`config.mk`:
```
export PLATFORM = sky130hd
export DESIGN_NAME = comparador_serial
export DESIGN_NICKNAME = d
export VERILOG_FILES = /design/src/rtl/comparador_pkg.sv /design/src/rtl/celda_serial.sv /design/src/rtl/comparador_serial.sv
export SDC_FILE = /design/constraint.sdc
export NUM_CORES = 1
export LEC_CHECK = 0
export ABC_AREA = 1
export ABC_CLOCK_PERIOD_IN_PS = 2250
export CAP_MARGIN = 10
export CORE_MARGIN = 2
export CORE_UTILIZATION = 25
export DETAILED_ROUTE_END_ITERATION = 8
export GPL_ROUTABILITY_DRIVEN = 0
export GPL_TIMING_DRIVEN = 0
export PLACE_DENSITY = 0.48
export REMOVE_ABC_BUFFERS = 1
export SLEW_MARGIN = 20
export SYNTH_ARGS = -nofsm -noshare
export SYNTH_HDL_FRONTEND = slang
export SYNTH_SLANG_ARGS = --single-unit
```
`constraint.sdc`:
```
create_clock -name clk -period 2.25 [get_ports clk]
set_input_delay 0.675 -clock clk [delete_from_list [all_inputs] [get_ports clk]]
set_output_delay 0.675 -clock clk [all_outputs]
set_load 0.02 [all_outputs]
```
`src/rtl/comparador_pkg.sv`:
```
// Shared types and helpers for the bit-serial A>B comparator.
package comparador_pkg;

    // Two-bit encoding picked so busy and done are each a single state bit.
    typedef enum logic [1:0] {
        IDLE = 2'b00,
        RUN  = 2'b01,
        DONE = 2'b10
    } state_t;

    // Bit-position counter width, never narrower than one bit (covers K=1).
    function automatic int idx_width(input int k);
        if ($clog2(k) < 1) return 1;
        return $clog2(k);
    endfunction

endpackage

```
`src/rtl/celda_serial.sv`:
```
// Single right-to-left A>B comparison cell, purely combinational.
// n_out is 1 when this bit already decides a > b, or when the bits are equal
// and the lower-order result was already a > b.
module celda_serial (
    input  logic n_in,
    input  logic a,
    input  logic b,
    output logic n_out
);

    assign n_out = (a & ~b) | (~(a ^ b) & n_in);

endmodule

```
`src/rtl/comparador_serial.sv`:
```
// Bit-serial A>B comparator: one shared cell walks the K bit positions LSB
// first, one per clock, then presents Z and the per-stage trace N.
// Optional build macro: CMP_TRACE_EN builds the K-bit N trace register;
// without it N is tied to zero.
//
// state | meaning
// IDLE  | waiting for start; operands captured on the accepting edge
// RUN   | one bit position evaluated per clock, idx = 0 .. K-1
// DONE  | one-cycle result strobe, returns to IDLE unconditionally
module comparador_serial
    import comparador_pkg::*;
#(
    parameter int K = 5
) (
    input  logic         clk,
    input  logic         rst_n,
    input  logic         start,
    input  logic [K-1:0] A,
    input  logic [K-1:0] B,
    output logic         busy,
    output logic         done,
    output logic [K-1:0] N,
    output logic         Z
);

    localparam int            IW   = idx_width(K);
    localparam logic [IW-1:0] LAST = IW'(K - 1);

    state_t         state_q, state_d;
    logic [K-1:0]   a_sh_q, a_sh_d;
    logic [K-1:0]   b_sh_q, b_sh_d;
    logic [IW-1:0]  idx_q, idx_d;
    logic           n_q, n_d;
    logic           z_q, z_d;
    logic           n_cell;

    celda_serial u_celda (
        .n_in  (n_q),
        .a     (a_sh_q[0]),
        .b     (b_sh_q[0]),
        .n_out (n_cell)
    );

    // Next-state and datapath update: capture in IDLE, shift and accumulate in RUN.
    always_comb begin
        state_d = state_q;
        a_sh_d  = a_sh_q;
        b_sh_d  = b_sh_q;
        idx_d   = idx_q;
        n_d     = n_q;
        z_d     = z_q;
        case (state_q)
            IDLE: begin
                if (start) begin
                    a_sh_d  = A;
                    b_sh_d  = B;
                    n_d     = 1'b0;
                    idx_d   = '0;
                    state_d = RUN;
                end
            end
            RUN: begin
                n_d    = n_cell;
                a_sh_d = a_sh_q >> 1;
                b_sh_d = b_sh_q >> 1;
                idx_d  = idx_q + IW'(1);
                if (idx_q == LAST) begin
                    z_d     = n_cell;
                    idx_d   = '0;
                    state_d = DONE;
                end
            end
            DONE:    state_d = IDLE;
            default: state_d = IDLE;
        endcase
    end

    // Control and datapath registers; reset abandons any comparison in flight.
    always_ff @(posedge clk or negedge rst_n) begin
        if (!rst_n) begin
            state_q <= IDLE;
            a_sh_q  <= '0;
            b_sh_q  <= '0;
            idx_q   <= '0;
            n_q     <= 1'b0;
            z_q     <= 1'b0;
        end else begin
            state_q <= state_d;
            a_sh_q  <= a_sh_d;
            b_sh_q  <= b_sh_d;
            idx_q   <= idx_d;
            n_q     <= n_d;
            z_q     <= z_d;
        end
    end

`ifdef CMP_TRACE_EN
    logic [K-1:0] n_vec_q, n_vec_d;

    // Trace update: cleared on acceptance, stage idx written on each RUN edge.
    always_comb begin
        n_vec_d = n_vec_q;
        if (state_q == IDLE && start) begin
            n_vec_d = '0;
        end else if (state_q == RUN) begin
            for (int i = 0; i < K; i++) begin
                if (idx_q == IW'(i)) n_vec_d[i] = n_cell;
            end
        end
    end

    // Trace register.
    always_ff @(posedge clk or negedge rst_n) begin
        if (!rst_n) n_vec_q <= '0;
        else        n_vec_q <= n_vec_d;
    end

    assign N = n_vec_q;
`else
    assign N = '0;
`endif

    assign busy = (state_q == RUN);
    assign done = (state_q == DONE);
    assign Z    = z_q;

endmodule

```
# ---- Word level (Yosys, flattened, before mapping)
# Cells that the tools add are included.
# Widths: inputs -> output; s select.
dict set report totals {
  register_bits 17
}
dict set report classes {
  n_addsub 1
  eq_ne 5
  bitwise 6
  muxes 12
  reduce_logical 5
}
# cell count
set op_table {}
lappend op_table {{$pmux 5 s2} 2}
lappend op_table {{$mux 5} 2}
lappend op_table {{$mux 3} 2}
lappend op_table {{$pmux 3 s2} 1}
lappend op_table {{$reduce_and 2->1} 3}
lappend op_table {{$mux 2} 2}
lappend op_table {{$pmux 2 s2} 1}
lappend op_table {{$add 3x1->3 const B} 1}
lappend op_table {{$eq 3x3->1 const B} 1}
lappend op_table {{$and 1x1->1} 2}
lappend op_table {{$eq 2x1->1 const B} 1}
lappend op_table {{$eq 2x2->1 const B} 1}
lappend op_table {{$logic_not 2->1} 1}
lappend op_table {{$ne 2x1->1 const B} 1}
lappend op_table {{$ne 2x2->1 const B} 1}
lappend op_table {{$not 1->1} 2}
lappend op_table {{$pmux 1 s2} 1}
lappend op_table {{$reduce_bool 2->1} 1}
lappend op_table {{$mux 1} 1}
lappend op_table {{$or 1x1->1} 1}
lappend op_table {{$xor 1x1->1} 1}

# ---- Depth between registers and ports, before layout
dict set report logic_depth {
  word_depth 5
  mapped_depth 7
}

# ---- Cells and area by module
# From an unflattened synthesis, not the netlist that was laid out.
dict set report unflattened {
  cells_unflattened 120
  area_unflattened_um2 909.6
}
# module instances cells_each seq_area_each_um2 area_per_inst_um2
set by_module_without_submodules {}
lappend by_module_without_submodules {comparador_serial 1 115 425.4 882.1}
lappend by_module_without_submodules {celda_serial 1 5 0.0 27.5}

# ---- Worst setup path after synthesis
# No wires, ideal clock.
dict set report synth_path {
  kind {flip-flop to output port}
  start {register state_q[0]}
  end {output port done}
  stages_incl_launch_ff 3
  required_ps 1575
  n_path_buf 1
  setup_slack_ps 712
  t_arrival_ps 863
  path_cell_list {dfrtp_1 -> buf_2 -> nor2_1}
}
dict set report synth_between {
  elab_chain_len 1
}
# element line_no
set synth_rtl {}
lappend synth_rtl {{start: declaration} comparador_serial.sv:29} ;# state_t state_q, state_d;
lappend synth_rtl {{start signal: assignment} comparador_serial.sv:88} ;# state_q <= state_d;
lappend synth_rtl {{$eq 2x2->1} comparador_serial.sv:124} ;# assign done = (state_q == DONE);
lappend synth_rtl {{end: declaration} comparador_serial.sv:21} ;# output logic done,
# No other way between the ends.

# ---- Worst setup path after layout
# Same ends and word-level chain as after synthesis.

==> metrics.json <==
{
  "outcome": {
    "status": "complete, no violations"
  },
  "worst_setup_path": {
    "slowest_delay_ns": 0.61,
    "cp_cell_sequence": "nor2_1, clkdlybuf4s50_1",
    "worst-endpoint-required_ns": 1.57,
    "setup.worst_path.start_class": "flip-flop",
    "cp-end-kind": "primary output",
    "worstSetupPathType": "flip-flop to primary output",
    "path_depth_of_the_worst_reg2reg_path": 6,
    "arrival_ns": 1.50,
    "crit_path_top_delay_cell": "sky130_fd_sc_hd__clkdlybuf4s50_1",
    "cp_max_fo": 13
  },
  "floorplan": {
    "initial_core_util_pct": 25.7,
    "fp.dieArea_um2": 4240,
    "boundaryPins": 21,
    "die_height_um": 65.1,
    "fp.dieW_um": 65.1,
    "floorplan.core_area_um2": 3630,
    "rows": 22
  },
  "clock_network": {
    "clock_sinks": 17,
    "cts_tree": "built",
    "clockRootBuffer": "sky130_fd_sc_hd__clkbuf_8",
    "ctsLongestPathBuffers": 2,
    "cts_made_buffers": 3,
    "clock_tree.htree_level_count": 1,
    "cts.reportedPaths.clkPinSlew_ns": 0.07,
    "clock_latency_ns": 0.25
  },
  "grt": {
    "grt.met1_usage_pct": 12.9,
    "grt_overflow_total": 0,
    "grt_first_pass_wirelength_mm": 3.39,
    "global_routing_met2_resource_utilization_pct": 17.1,
    "grt_util_met3_pct": 2.05,
    "maximum_number_of_pins_on_one_net_before_global_route_repair": 18,
    "globalRoute.busiestLayer": "met2",
    "antenna_found_initial": 0,
    "grt_pass1_vias": 795,
    "grtUsageTotal_pct": 10.4
  },
  "worst_hold_path": {
    "holdPathStages": 2,
    "hold_path_class": "flip-flop to flip-flop"
  },
  "sta": {
    "hold_slack_ns": 0.475,
    "report.final.slew_viol_count": 0,
    "setup_violations": 0,
    "fin_worst_skew_ns": 0.00160,
    "rsz0062_at_grt": "no",
    "achievable-frequency_ghz": 0.461,
    "slew_headroom_pct": 46.4,
    "final.min_clock_period_ns": 2.17,
    "final-hold-violation-count": 0,
    "finalCritPeriodShare_pct": 96.5,
    "tightest_slew_ns": 0.801
  },
  "power": {
    "finalPower_mw": 1.36,
    "power.density_cell_area_nw_per_um2": 1200,
    "irDropWorstVdd_uv": 267,
    "power.static_leakage_nw": 0.608
  },
  "logic_synthesis": {
    "postSynthRegisterBits": 17,
    "synth-seq-area-share_pct": 45.6,
    "yosysUniqueCellTypes": 17,
    "yosysWarningCount": 0,
    "synthesis.area_per_instance_um2": 7.59,
    "synth.cell_area_um2": 933,
    "post_synth_inst_count": 123
  },
  "drt": {
    "drt_drc_violations_left": 0,
    "detailedRoute.firstPassIterationCount": 5,
    "wirelength_mm": 1.83,
    "via_per_instance_ratio": 4.19,
    "dr_total_vias": 776,
    "number_of_routed_nets_with_antenna_violations": 0,
    "avgRoutedWirePerCell_um": 9.88,
    "drt_first_iter_violations": 33
  },
  "finish": {
    "area_growth_pct": 21.2,
    "num_antenna_cells": 0,
    "layout_commonest_cell": "sky130_fd_sc_hd__nand2_1",
    "most_used_cells_in_the_layout_excluding_fill_and_tap_cells": "sky130_fd_sc_hd__nand2_1 (35), sky130_fd_sc_hd__inv_1 (23), sky130_fd_sc_hd__nand3_1 (18), sky130_fd_sc_hd__dfrtp_1 (16), sky130_fd_sc_hd__clkdlybuf4s50_1 (14)",
    "finish.net_count": 154,
    "post_route_cells_drive_above_1_share_pct": 6.57
  },
  "placed_design": {
    "hpwlAfterDp_mm": 1.28,
    "quantity_of_i_o_buffers_inserted_on_ports": 15
  },
  "job": {
    "cap_violations": 0
  }
}
==> stage by stage <==
step	cell area, µm²	util, %	instances	setup TNS [ns]	setup WS, ns
floorplan	876	-	118	0	0.686
global placement	1090	29.9	181	-0.0646	-0.0646
detailed placement	1090	29.9	181	-0.0491	-0.0491
CTS	1130	31.1	185	0	0.0614
global route	1130	31.1	185	0	0.0160
finish	1130	31.1	185	0	0.0789
==> area by class of cell <==
type | count | area, µm²
fillers | 409 | 2500
flip-flops and latches | 17 | 427
multi-input cells | 76 | 357
well taps | 48 | 60.1
inverters | 25 | 93.8
clock buffers | 4 | 45.0
repair buffers | 15 | 149
==> timing repair <==
action,in CTS,in global routing
setup endpoints to repair,2,0
hold buffers,0,0
resized for setup,2,0
buffers inserted,0,0
==> synthesized netlist by cell type <==
cell type	number	area, µm²
sky130_fd_sc_hd__a21oi_1	1	5.00
sky130_fd_sc_hd__buf_2	1	5.00
sky130_fd_sc_hd__buf_4	6	45.0
sky130_fd_sc_hd__buf_6	2	22.5
sky130_fd_sc_hd__conb_1	1	3.75
sky130_fd_sc_hd__dfrtp_1	17	425
sky130_fd_sc_hd__ha_1	3	37.5
sky130_fd_sc_hd__inv_1	23	86.3
sky130_fd_sc_hd__inv_2	2	7.51
sky130_fd_sc_hd__nand2_1	35	131
sky130_fd_sc_hd__nand2_2	2	12.5
sky130_fd_sc_hd__nand3_1	18	90.1
sky130_fd_sc_hd__nand4_1	2	12.5
sky130_fd_sc_hd__nor2_1	2	7.51
sky130_fd_sc_hd__nor2_2	1	6.26
sky130_fd_sc_hd__o21ai_0	3	15.0
sky130_fd_sc_hd__o21ai_1	4	20.0
==> power breakdown <==
group          leakage (nW)  total, mW  internal (mW)  switching [mW]
logic                 0.374      0.584          0.227           0.357
registers             0.211      0.545          0.444           0.101
clock network        0.0228      0.231          0.126           0.105
==> registers in the layout (all words and copies together) (netlist names) <==
register and cells:
n_q 1, state_q 2, b_sh_q 5, a_sh_q 5
Z 1, idx_q 3
==> logic make-up (layout without fill, tap and decap cells) <==
logic type      count (synthesis)  count (layout)  share of synthesized area [%]
simple gates                   60              60                           27.9
buf+inv                        34              44                           17.8
other cells                     1               5                          0.402
compound gates                  8               8                           4.29
flops                          17              17                           45.6
fa+ha+maj                       3               3                           4.02
==> worst paths after layout <==
| kind | from | endpoint | slack (ns) |
|---|---|---|---|
| worst max-delay path | state_q[0] | done | 0.08 |
| worst min-delay path | n_q | n_q | 0.48 |
| worst max register to register | state_q[1] | a_sh_q[3] | 0.82 |
| worst min register to register | n_q | n_q | 0.48 |
| max in group asynchronous | rst_n | state_q[0] | 0.81 |
| min in group asynchronous | rst_n | b_sh_q[0] | 0.89 |
==> routing by layer <==
metal | vias up | wire length [µm]
met5 | - | 0
met4 | 0 | 44
met3 | 5 | 124
met2 | 29 | 792
met1 | 349 | 866
li1 | 393 | -
==> critical path: cells and delay by family, from the launching register on <==
family / cells / cell delay (ns)
flops: 1 / 0.50
simple gates: 1 / 0.13
buf+inv: 1 / 0.61
No activity file was read; power rests on OpenSTA's default activity.
